==> config.mk <==
export PLATFORM = sky130hd
export DESIGN_NAME = tnoc_vc_input_buffer
export DESIGN_NICKNAME = d
export VERILOG_FILES = /design/src/rtl/tnoc_vc_input_buffer.sv
export SDC_FILE = /design/constraint.sdc
export NUM_CORES = 1
export LEC_CHECK = 0
export CORE_AREA = 10 10 224 184
export DETAILED_ROUTE_END_ITERATION = 7
export DIE_AREA = 0 0 234 194
export MAX_ROUTING_LAYER = met4
export PLACE_DENSITY = 0.77
export SETUP_SLACK_MARGIN = 0.1
export SLEW_MARGIN = 15
export SYNTH_ARGS = -nofsm -noshare
export SYNTH_HDL_FRONTEND = slang
export SYNTH_SLANG_ARGS = --single-unit
==> constraint.sdc <==
create_clock -name clk -period 10.95 [get_ports clk]
set_input_delay 2.19 -clock clk [delete_from_list [all_inputs] [get_ports clk]]
set_output_delay 2.19 -clock clk [all_outputs]
set_load 0.005 [all_outputs]
==> src/rtl/tnoc_vc_input_buffer.sv <==
`default_nettype none
// +--------------------------------------------------------------------------+
// | tnoc_vc_input_buffer: per-VC credit-returning input FIFOs for a tnoc     |
// | router port. Optional framing check: TNOC_VC_INPUT_BUFFER_FRAMING_CHECK_EN|
// | Revision: 1.0                                                             |
// +--------------------------------------------------------------------------+
module tnoc_vc_input_buffer #(
  parameter int FLIT_WIDTH = 64,
  parameter int CHANNELS   = 2,
  parameter int DEPTH      = 4,
  parameter int VC_WIDTH   = (CHANNELS > 1) ? $clog2(CHANNELS) : 1
) (
  input  logic                           clk,
  input  logic                           rst,
  input  logic                           i_clear,
  input  logic                           i_flit_valid,
  input  logic [VC_WIDTH-1:0]            i_flit_vc,
  input  logic                           i_flit_head,
  input  logic                           i_flit_tail,
  input  logic [FLIT_WIDTH-1:0]          i_flit_data,
  output logic [2*CHANNELS-1:0]          o_credit_return,
  output logic [CHANNELS-1:0]            o_flit_valid,
  input  logic [CHANNELS-1:0]            i_flit_ready,
  output logic [CHANNELS-1:0]            o_flit_head,
  output logic [CHANNELS-1:0]            o_flit_tail,
  output logic [CHANNELS*FLIT_WIDTH-1:0] o_flit_data,
  output logic [CHANNELS-1:0]            o_empty,
  output logic [CHANNELS-1:0]            o_full,
  output logic [CHANNELS-1:0]            o_overflow,
  output logic [CHANNELS-1:0]            o_framing_error
);

  localparam int IDX_W = $clog2(DEPTH);
  localparam int PTR_W = IDX_W + 1;
  localparam int ENT_W = FLIT_WIDTH + 2;

`ifdef TNOC_VC_INPUT_BUFFER_FRAMING_CHECK_EN
  typedef enum logic {S_IDLE = 1'b0, S_IN_PKT = 1'b1} state_t;
`endif

  for (genvar c = 0; c < CHANNELS; c++) begin : g_vc
    logic [ENT_W-1:0] mem_q [DEPTH];
    logic [PTR_W-1:0] wr_q;
    logic [PTR_W-1:0] rd_q;
    logic [1:0]       credit_q;
    logic             ovf_q;
    logic             w_sel;
    logic             w_empty;
    logic             w_full;
    logic             w_pop;
    logic             w_store;
    logic             w_fdrop;
    logic [ENT_W-1:0] w_head_ent;

    assign w_sel   = i_flit_valid && (i_flit_vc == VC_WIDTH'(c));
    assign w_empty = (wr_q == rd_q);
    // Same index with differing wrap bits means the FIFO has lapped itself.
    assign w_full  = (wr_q[PTR_W-1] != rd_q[PTR_W-1]) &&
                     (wr_q[IDX_W-1:0] == rd_q[IDX_W-1:0]);
    assign w_pop   = !w_empty && i_flit_ready[c];

`ifdef TNOC_VC_INPUT_BUFFER_FRAMING_CHECK_EN
    state_t state_q;
    logic   err_q;
    logic   w_accept;

    // An overflowed flit never reaches the framing FSM.
    assign w_accept = w_sel && !w_full;
    assign w_fdrop  = w_accept && (state_q == S_IDLE) && !i_flit_head;
    assign w_store  = w_accept && !w_fdrop;

    always_ff @(posedge clk) begin
      if (rst || i_clear) begin
        state_q <= S_IDLE;
        err_q   <= 1'b0;
      end else if (w_accept) begin
        if (w_fdrop || ((state_q == S_IN_PKT) && i_flit_head)) err_q <= 1'b1;
        if (w_store) state_q <= i_flit_tail ? S_IDLE : S_IN_PKT;
      end
    end

    assign o_framing_error[c] = err_q;
`else
    assign w_fdrop            = 1'b0;
    assign w_store            = w_sel && !w_full;
    assign o_framing_error[c] = 1'b0;
`endif

    always_ff @(posedge clk) begin
      if (rst || i_clear) begin
        wr_q     <= '0;
        rd_q     <= '0;
        credit_q <= 2'd0;
        ovf_q    <= 1'b0;
      end else begin
        if (w_store) wr_q <= wr_q + PTR_W'(1);
        if (w_pop) rd_q <= rd_q + PTR_W'(1);
        credit_q <= {1'b0, w_pop} + {1'b0, w_fdrop};
        if (w_sel && w_full) ovf_q <= 1'b1;
      end
    end

    always_ff @(posedge clk) begin
      if (w_store) mem_q[wr_q[IDX_W-1:0]] <= {i_flit_head, i_flit_tail, i_flit_data};
    end

    assign w_head_ent = mem_q[rd_q[IDX_W-1:0]];

    assign o_flit_valid[c]                       = !w_empty;
    assign o_flit_head[c]                        = w_head_ent[ENT_W-1];
    assign o_flit_tail[c]                        = w_head_ent[ENT_W-2];
    assign o_flit_data[c*FLIT_WIDTH +: FLIT_WIDTH] = w_head_ent[FLIT_WIDTH-1:0];
    assign o_credit_return[2*c +: 2]             = credit_q;
    assign o_empty[c]                            = w_empty;
    assign o_full[c]                             = w_full;
    assign o_overflow[c]                         = ovf_q;
  end

endmodule
`default_nettype wire
# Word-level counts from Yosys, hierarchy flattened
# Memory sizes are Yosys's and may differ from the RTL's. A register that Yosys moved wholly into a read port is not among the register bits.
# Cells that the tools add are included.
[word_totals]
ff_bits = 18
out_inout_bits = 146
inputBits = 73
mem_count = 2
mem_bits_rw = 528
[mem_list]
columns = ["memory", "words", "word_bits", "read_ports", "rd_ports_with_merged_regs", "write_ports", "line", "text"]
rows = [
  ["g_vc[0].mem_q", 4, 66, 1, 1, 1, "42", "logic [ENT_W-1:0] mem_q [DEPTH];"],
  ["g_vc[1].mem_q", 4, 66, 1, 1, 1, "42", ""],
]
[op_classes]
reduce_logical = 15
eq_ne = 6
muxes = 8
bitwise_logic = 1
n_addsub = 4
[op_table]
columns = ["operator", "n"]
rows = [
  ["adder 3 x 1 -> 3 bit (second input constant)", 4],
  ["logical AND 1 bit", 10],
  ["2-to-1 mux 2 bit", 4],
  ["== test 3 bit", 2],
  ["== test 2 bit", 2],
  ["zero test 1 bit", 4],
  ["2-to-1 mux 1 bit", 4],
  ["!= test 1 bit", 2],
  ["logical OR 1 bit", 1],
  ["inverter 1 bit", 1],
]

# Depth between registers and ports, before layout
[depth]
ltp_word = 6
mapped_depth = 5
ltp_nobuf = 4

# Worst setup path before layout
# OpenSTA, ideal clock, no wires.
[synth_timing]
path_type = "input to register"
startpoint = "input port i_flit_vc"
endpoint = "memory g_vc[0].mem_q[3][0] in the netlist's numbering (enable)"
setup_slack_ns = 4.829
stages = 2
setup_ns = 0.512
path_buffers = 0
arrival_time_ns = 5.610
cell_sequence = "nand3b_1 > a21oi_1"
[synth_between]
elab_chain_len = 5
[synth_lines]
columns = ["item", "line", "text"]
rows = [
  ["from (decl)", "17", "input logic [VC_WIDTH-1:0] i_flit_vc,"],
  ["inverter 1 bit", "55", "assign w_sel = i_flit_valid && (i_flit_vc == VC_WIDTH'(c));"],
  ["logical AND 1 bit", "55", ""],
  ["logical AND 1 bit", "85", "assign w_store = w_sel && !w_full;"],
  ["2-to-1 mux 1 bit", "104", "if (w_store) mem_q[wr_q[IDX_W-1:0]] <= {i_flit_head, i_flit_tail, i_flit_data};"],
  ["2-to-1 mux 1 bit (implied by the code)", "104", ""],
  ["to (decl)", "42", ""],
]
# No other way between the ends.

==> results.toml <==
[status]
outcome = "complete, no violations"

[place]
placed_area_sq_mm = 0.0229
place_congestion = 0.782
hpwl_um = 24400
dp_cells = 1510
numPortBuffers = 214

[grt]
grt.busiest_layer = "met2"
grt_pass1_wl_um = 63700
grt_use_met3 = 0.0396
use_met2 = 0.295
grtUsageTotal = 0.192
gr-usage-met1 = 0.262
grt_pass1_vias = 9905
antenna_found_initial = 3
overflow = 0
grt_max_degree = 67

[clocking]
path_clk_slew_ps = 60
numCtsBuffers = 50
cts_tree = "yes"
cts_resized = 0
cts.sinks = 548
worstSkewPairLatency_ps = 570
clock-root-buffer = "clkbuf_16"
cts.hold.buffers_added = 0
cts_setup_buffers = 0
cts.path.max_buffers = 3
h-tree-depth = 2

[sta]
fin_tns_setup_ps = 0
slew_violations = 0
hold_viol = 0
report.final.setup_viol = 0
layout_min_cycle_time_ps = 5540
fin_crit_sh = 0.506
fmax_ghz = 0.180
whs_ps = 485
tightest_slew_ps = 1130
slew_headroom = 0.244
rsz0062_at_grt = "false"
clock-skew-final_ps = 14.9

[yosys]
netlist_instances = 840
avgSynthCellArea_sq_um = 24.2
synth-edff-count = 528
yosysWarningCount = 0
ys.flop_type = "edfxtp_1"
ys_ff_latch = 548
ys_types = 33
ys_async_sr_fraction = 0
syn_area_sq_mm = 0.0203
yosysSeqAreaShare = 0.801

[worst_hold_path]
min_to = "g_vc[0].ovf_q"
hold_start = "g_vc[0].ovf_q"
hold_class = "register to register"
min_path_cells = 1

[final_layout]
final_cell_mix = "edfxtp_1, clkdlybuf4s50_1, mux4_2"
final_layout_size_suffix_gt1_frac = 0.201
final_common_cell = "edfxtp_1"
fin_cells = 1603
multiInputGateArea_sq_mm = 0.00382
nets = 1158
regArea_sq_mm = 0.0163
fill_cells = 2292
area_growth_pct = 20.8
final_cell_area_sq_mm = 0.0245

[drt]
route.antenna.remaining_nets = 0
routedWlPerCell_um = 26.4
drt-pass1-iter-count = 5
vias = 9530
wl_um = 42400
drc = 0
first_iter_violations = 880
viasPerCell = 5.95

[worst_setup_path]
cp_slowest_cell = "dfxtp_4"
required_ps = 8760
crit_path_end_kind = "primary output"
r2r_slack_ps = 7860
timing.rr.start = "g_vc[0].wr_q[1]"
worst-path-max-fanout = 36
path_class = "register to primary output"
r2r_end = "g_vc[0].mem_q[3][49]"
arrival_ps = 3350
r2r_cells = 4
crit_path_start_kind = "register"
slowest_delay_ps = 810
worstPathCellList = "buf_4 > mux4_2 > clkdlybuf4s50_1"

[pwr]
peakVddDrop_uv = 102
powerDensity_mw_per_mm2 = 171
power.leakage_uw = 0.00758

[die]
die-area_sq_mm = 0.0454
pin_count = 219
design.core.area_sq_mm = 0.0366
row_count = 63
die-width_um = 234
die_h_um = 194
start_util = 0.555

[job]
maxCapViolCount = 0
==> kinds of logic after synthesis <==
logic type                 synth area share
and+or+nand+nor                      0.0152
other                              0.000185
buffers and inverters                0.0129
AOI/OAI and AO/OA                    0.0128
xor gates and xnor gates            0.00518
DFF                                   0.801
adders and majority gates           0.00617
muxes                                 0.146
==> flip-flops by register name, summed over array words and instances, names as in the netlist, named ones only <==
register       flops
g_vc.mem_q       528
g_vc.wr_q          6
g_vc.ovf_q         2
g_vc.rd_q          6
g_vc.credit_q      2
==> layout make-up <==
cell class                 instances  area share
sequential                       548       0.664
inverter                           8     0.00123
clock inverter                    26     0.00955
timing repair buffer             221      0.0895
clock buffer                      65      0.0546
tap                              487      0.0249
antenna                            2    0.000204
multi-input combinational        246       0.156
==> synthesized netlist by cell type (2+ instances only) <==
library cell / n / share of area
clkbuf_1: 6 / 0.0011
edfxtp_1: 528 / 0.78
a32oi_1: 2 / 0.00086
a211o_1: 4 / 0.0017
xor2_1: 6 / 0.0026
xnor2_1: 6 / 0.0026
and3_1: 2 / 0.00062
and2_1: 6 / 0.0018
ha_1: 10 / 0.0062
mux4_2: 132 / 0.15
buf_4: 18 / 0.0067
nor4bb_1: 3 / 0.0015
o211ai_1: 10 / 0.0037
a31oi_1: 6 / 0.0018
o311ai_0: 4 / 0.0017
a21oi_1: 4 / 0.00099
dfxtp_1: 20 / 0.020
nand3_1: 15 / 0.0037
buf_1: 8 / 0.0015
buf_2: 9 / 0.0022
inv_1: 8 / 0.0015
a32o_1: 2 / 0.00099
or4b_1: 2 / 0.00099
nor4b_1: 5 / 0.0022
nand2_1: 9 / 0.0017
o21ai_0: 4 / 0.00099
or4_1: 2 / 0.00074
nor2_1: 4 / 0.00074
==> worst max-delay path by stage <==
stage	startpoint	depth (start not counted)	end
CTS	register	3	o_flit_data[110]
finish	register	3	o_flit_data[110]
global route	register	3	o_flit_data[110]
floorplan	i_flit_vc	2	g_vc[0].mem_q[3][0]
global placement	register	3	o_flit_data[116]
detailed placement	register	3	o_flit_data[116]
==> stage by stage <==
stage	util	setup WS [ps]	power [uW]
after floorplan	-	4830	2440
after global placement	0.627	5960	2560
after detailed placement	0.627	5940	2570
after CTS	0.670	5320	4230
after global routing	0.670	5180	4320
final	0.670	5410	4200
==> routing by layer <==
metal / share of wire / vias up / wire (um)
met4: 0.017 / 0 / 715
met2: 0.50 / 370 / 21100
met1: 0.41 / 5037 / 17500
met5: 0 / - / 0
met3: 0.073 / 58 / 3090
li1: - / 4065 / -
==> critical path, delay by kind of cell, from the launching register on <==
family	cells	cell delay, ps
buffers and inverters	2	1210
flip-flops	1	810
multiplexers	1	660
==> where the power goes <==
| part | internal [uW] | total, uW | switching, uW |
|---|---|---|---|
| registers | 2330 | 2340 | 10.3 |
| clock network | 957 | 1680 | 719 |
| logic | 96.0 | 181 | 85.4 |
(Power assumes the default switching activity.)
